File: src/rtl/preset_recall_tx_if.sv
// Byte-wide valid/ready channel from the preset block to the UART transmitter.
interface preset_recall_tx_if;
    logic [7:0] tx_data;
    logic       tx_valid;
    logic       tx_ready;

    modport master (output tx_data, output tx_valid, input tx_ready);
    modport slave  (input tx_data, input tx_valid, output tx_ready);
endinterface

File: src/rtl/preset_recall_tx.sv
// Four-slot MIDI program preset store: button saves capture the last received
// program number, button recalls send a two-byte Program Change.
module preset_recall_tx #(
    parameter logic [3:0] MIDI_CHANNEL = 4'd0
) (
    input  logic                      clk,
    input  logic                      rst,
    input  logic [2:0]                btn_index,
    input  logic                      save_mode,
    input  logic                      rx_prog_valid,
    input  logic [6:0]                rx_prog,
    preset_recall_tx_if.master        tx,
    output logic [2:0]                active_preset,
    output logic                      save_ack,
    output logic                      busy
);

    typedef enum logic [1:0] {
        IDLE,
        SEND_STATUS,
        SEND_DATA
    } state_t;

    state_t     state, state_nxt;
    logic [6:0] slot [4];
    logic [6:0] last_prog;
    logic       have_prog;
    logic [6:0] prog_latch;

    logic       btn_hit;
    logic       do_save;
    logic       do_recall;
    logic [1:0] slot_sel;

    always_comb begin
        state_nxt   = state;
        tx.tx_valid = 1'b0;
        tx.tx_data  = '0;
        busy        = 1'b0;
        btn_hit     = 1'b0;
        do_save     = 1'b0;
        do_recall   = 1'b0;
        // Buttons 1..4 map onto slots 0..3; wrap of 4 -> 3 is intended.
        slot_sel    = btn_index[1:0] - 2'd1;
        case (state)
            IDLE: begin
                btn_hit   = (btn_index != 3'd0) && (btn_index <= 3'd4);
                do_save   = btn_hit && save_mode && have_prog;
                do_recall = btn_hit && !save_mode;
                if (do_recall) state_nxt = SEND_STATUS;
            end
            SEND_STATUS: begin
                tx.tx_valid = 1'b1;
                tx.tx_data  = {4'hC, MIDI_CHANNEL};
                busy        = 1'b1;
                if (tx.tx_ready) state_nxt = SEND_DATA;
            end
            SEND_DATA: begin
                tx.tx_valid = 1'b1;
                tx.tx_data  = {1'b0, prog_latch};
                busy        = 1'b1;
                if (tx.tx_ready) state_nxt = IDLE;
            end
            default: state_nxt = IDLE;
        endcase
    end

    always_ff @(posedge clk or negedge rst) begin
        if (!rst) state <= IDLE;
        else      state <= state_nxt;
    end

    always_ff @(posedge clk or negedge rst) begin
        if (!rst) begin
            for (int unsigned i = 0; i < 4; i++) slot[i] <= 7'(i);
            last_prog     <= '0;
            have_prog     <= 1'b0;
            prog_latch    <= '0;
            active_preset <= '0;
            save_ack      <= 1'b0;
        end else begin
            save_ack <= do_save;
            // Save reads last_prog before this edge's capture overwrites it.
            if (do_save) begin
                slot[slot_sel] <= last_prog;
                active_preset  <= btn_index;
            end
            if (do_recall) begin
                prog_latch    <= slot[slot_sel];
                active_preset <= btn_index;
            end
            if (rx_prog_valid) begin
                last_prog <= rx_prog;
                have_prog <= 1'b1;
            end
        end
    end

endmodule

File: src/flat_wrapper.sv
// flat-port wrapper written by rule: the top's interface ports become plain ports
module preset_recall_tx_flat 
#(
    parameter logic [3:0] MIDI_CHANNEL = 4'd0
)
  (clk, rst, btn_index, save_mode, rx_prog_valid, rx_prog, active_preset, save_ack, busy, tx_tx_data, tx_tx_valid, tx_tx_ready);
  preset_recall_tx_if tx_i ();
  input  logic clk;
  input  logic rst;
  input  logic [2:0] btn_index;
  input  logic save_mode;
  input  logic rx_prog_valid;
  input  logic [6:0] rx_prog;
  output logic [2:0] active_preset;
  output logic save_ack;
  output logic busy;
  output wire logic [$bits(tx_i.tx_data)-1:0] tx_tx_data;
  output wire logic [$bits(tx_i.tx_valid)-1:0] tx_tx_valid;
  input wire logic [$bits(tx_i.tx_ready)-1:0] tx_tx_ready;
  assign tx_tx_data = tx_i.tx_data;
  assign tx_tx_valid = tx_i.tx_valid;
  assign tx_i.tx_ready = tx_tx_ready;
  preset_recall_tx #(.MIDI_CHANNEL(MIDI_CHANNEL)) u_core (.clk(clk), .rst(rst), .btn_index(btn_index), .save_mode(save_mode), .rx_prog_valid(rx_prog_valid), .rx_prog(rx_prog), .tx(tx_i), .active_preset(active_preset), .save_ack(save_ack), .busy(busy));
endmodule
File: config.mk
export PLATFORM = sky130hd
export DESIGN_NAME = preset_recall_tx_flat
export DESIGN_NICKNAME = d
export VERILOG_FILES = /design/src/rtl/preset_recall_tx_if.sv /design/src/rtl/preset_recall_tx.sv /design/src/flat_wrapper.sv
export SDC_FILE = /design/constraint.sdc
export NUM_CORES = 1
export LEC_CHECK = 0
export CORE_MARGIN = 1.5
export CORE_UTILIZATION = 30
export CTS_BUF_LIST = sky130_fd_sc_hd__clkbuf_2
export CTS_CLUSTER_SIZE = 8
export DETAILED_ROUTE_END_ITERATION = 8
export DONT_BUFFER_PORTS = 1
export GPL_TIMING_DRIVEN = 0
export HOLD_SLACK_MARGIN = 0.1
export PLACE_DENSITY = 0.45
export SETUP_SLACK_MARGIN = 0.1
export SYNTH_ARGS = -nofsm -noshare
export SYNTH_HDL_FRONTEND = slang
export SYNTH_SLANG_ARGS = --single-unit
File: constraint.sdc
create_clock -name clk -period 4.67 [get_ports clk]
set_input_delay 0.7005 -clock clk [delete_from_list [all_inputs] [get_ports clk]]
set_output_delay 0.7005 -clock clk [all_outputs]
set_load 0.05 [all_outputs]
==> results.cfg <==
[sta]
period_needed_ps = 3180
worst_pin_slew_ps = 940
fmax_mhz = 314
slew_headroom_pct = 37.2
clock-skew-final_ps = 12.4
rsz0062_at_grt = false
slew_viol_final = 0
setup_violations = 0
min_period_over_period_pct = 68.1
fin_setup_tns_ps = 0
hold_viol_final = 0

[grt]
grt_pass1_vias = 1384
gr-usage-met3_pct = 3.54
gr-total-overflow = 0
met1_usage_pct = 15.5
grtUsageTotal_pct = 12.0
antenna_found_initial = 0
use_met2_pct = 18.4
grt_max_degree = 50
grt.busiest_layer = met2
grt_pass1_wl_um = 7440

[setup_path]
crit_arrival_ps = 2480
reg2reg_depth = 6
required_ps = 3970
end_kind = primary output
cp-start-kind = flop
path_class = reg -> out
cp_max_fo = 9

[final_layout]
syn_to_final_growth_pct = 8.68
mostFrequentLayoutCell = dfrtp_1
nNetsFinal = 182
drive_gt1_share_pct = 47.8
layout_common_cells = dfrtp_1, mux2_2, ha_1
fillers = 718
antenna-diode-count = 0

[place]
dpl.hpwl_um = 3060
gp_congestion = 0.694
io_buffers = 0

[die]
io_pins = 29
die_width_um = 90.7
dieArea_mm2 = 0.00823
core-area_mm2 = 0.00733
start_util_pct = 31.5
rows = 31
die_y_um = 90.7

[run]
cap_violations = 0

[logic_synthesis]
ys_dominant_reg_cell = dfrtp_1
syn_nets = 173
synth_edf_count = 0
mappedNetlistArea_mm2 = 0.00231
synth_async_sr_flop_share_pct = 100
synth_seq_area_share_pct = 53.4
ys_seq_elements = 49
ys_warn_count = 0
syn_area_per_cell_um2 = 15.5
netlist-cell-type-count = 29
syn_inst = 149

[power]
power_w = 0.00143
irDropWorstVdd_v = 0.000136
p_leak_nw = 1.09
power_density_mw_per_mm2 = 570

[route]
finalWirelength_um = 4360
detail_route.wl_per_cell_um = 16.9
drt_iter0_drc = 40
via_per_inst = 4.79
vias = 1236
ant_nets = 0
drt_pass1_iterations = 4
drc = 0

[cts]
clkTransAtPathRegs_ps = 230
cts_buffers = 5
cts_root_buf = clkbuf_2
numClockSinks = 49
post_cts_buffers = 0
clk_path_buf_depth = 2
htree_levels = 2
clk-insertion-delay-late_ps = 410
cts_tree = built

[worst_hold_path]
hold-path-cell-count = 1
hold_class = in -> reg

[run_status]
status = complete, no violations
## path summary, 6_finish.rpt
check                                  from                  end  slack, ps
max                         u_core.state[1]        tx_tx_data[6]       1490
min                              rx_prog[2]  u_core.last_prog[2]        410
max reg2reg                 u_core.state[1]      u_core.slot[26]       2650
min reg2reg                u_core.have_prog     u_core.have_prog        510
max in group asynchronous               rst       u_core.slot[8]       3640
min in group asynchronous               rst      u_core.slot[16]        740
## power by group
| group | switching, W | total (W) | internal (W) | leakage [nW] |
|---|---|---|---|---|
| Sequential | 0.000146 | 0.000755 | 0.000609 | 0.585 |
| Clock | 0.000129 | 0.000169 | 0.0000401 | 0.0306 |
| Combinational | 0.000253 | 0.000505 | 0.000252 | 0.470 |
## timing repair
action | 4_1_cts | 5_1_grt
hold endpoints to repair | 49 | 0
hold buffers | 2 | 0
gates resized for setup | 0 | 0
## logic make-up after synthesis
family	count (synthesis)	synth area share (%)
AOI/OAI and AO/OA	6	2.06
xor gates and xnor gates	2	1.90
adders and majority gates	9	4.88
buffers and inverters	12	2.44
DFF	49	53.4
muxes	52	28.8
and+or+nand+nor	19	6.56
## state kept, by name, indices dropped and copies added, names as in the netlist
register and flops:
u_core.state 2, u_core.prog_latch 7, u_core.save_ack 1, u_core.active_preset 3, u_core.have_prog 1, u_core.last_prog 7
u_core.slot 28
## area by class of cell
type	instances	area, um2	area share (%)
Sequential cell	49	1230	49.1
Clock inverter	1	3.75	0.150
Inverter	5	18.8	0.749
Tap cell	99	124	4.94
Timing Repair Buffer	2	37.5	1.50
Clock buffer	7	35.0	1.40
Multi-Input combinational cell	88	1020	40.7
Buffer	7	37.5	1.50
## stage by stage
| step | utilization (%) | instance area [um2] | worst slack, ps | instances | hold slack, ps |
|---|---|---|---|---|---|
| CTS | 34.2 | 2510 | 1440 | 258 | 368 |
| floorplan | - | 2310 | 2110 | 149 | 405 |
| global placement | 33.2 | 2430 | 1980 | 248 | 407 |
| finish | 34.2 | 2510 | 1490 | 258 | 408 |
| detailed placement | 33.2 | 2430 | 1950 | 248 | 407 |
| global route | 34.2 | 2510 | 1330 | 258 | 338 |
## critical path, stage by stage, from the launching register on
cell     delay, ps
dfrtp_1        450
inv_1          100
ha_1           700
nor2b_1        820
## per-layer routing
metal  vias up  wire (um)
li1        560          -
met1       640       2030
met2        31       2090
met3         5        195
met4         0         55
met5         -          0
## synthesized netlist by cell type, drive strengths merged (4+ instances only)
cell type | number | share of area [%]
and3 | 7 | 1.9
buf | 6 | 1.5
mux2 | 45 | 22
nand4 | 4 | 2.2
mux4 | 7 | 6.8
dfstp | 4 | 4.6
dfrtp | 45 | 49
ha | 9 | 4.9
inv | 5 | 0.81
Power figures use the tool's default switching activity.
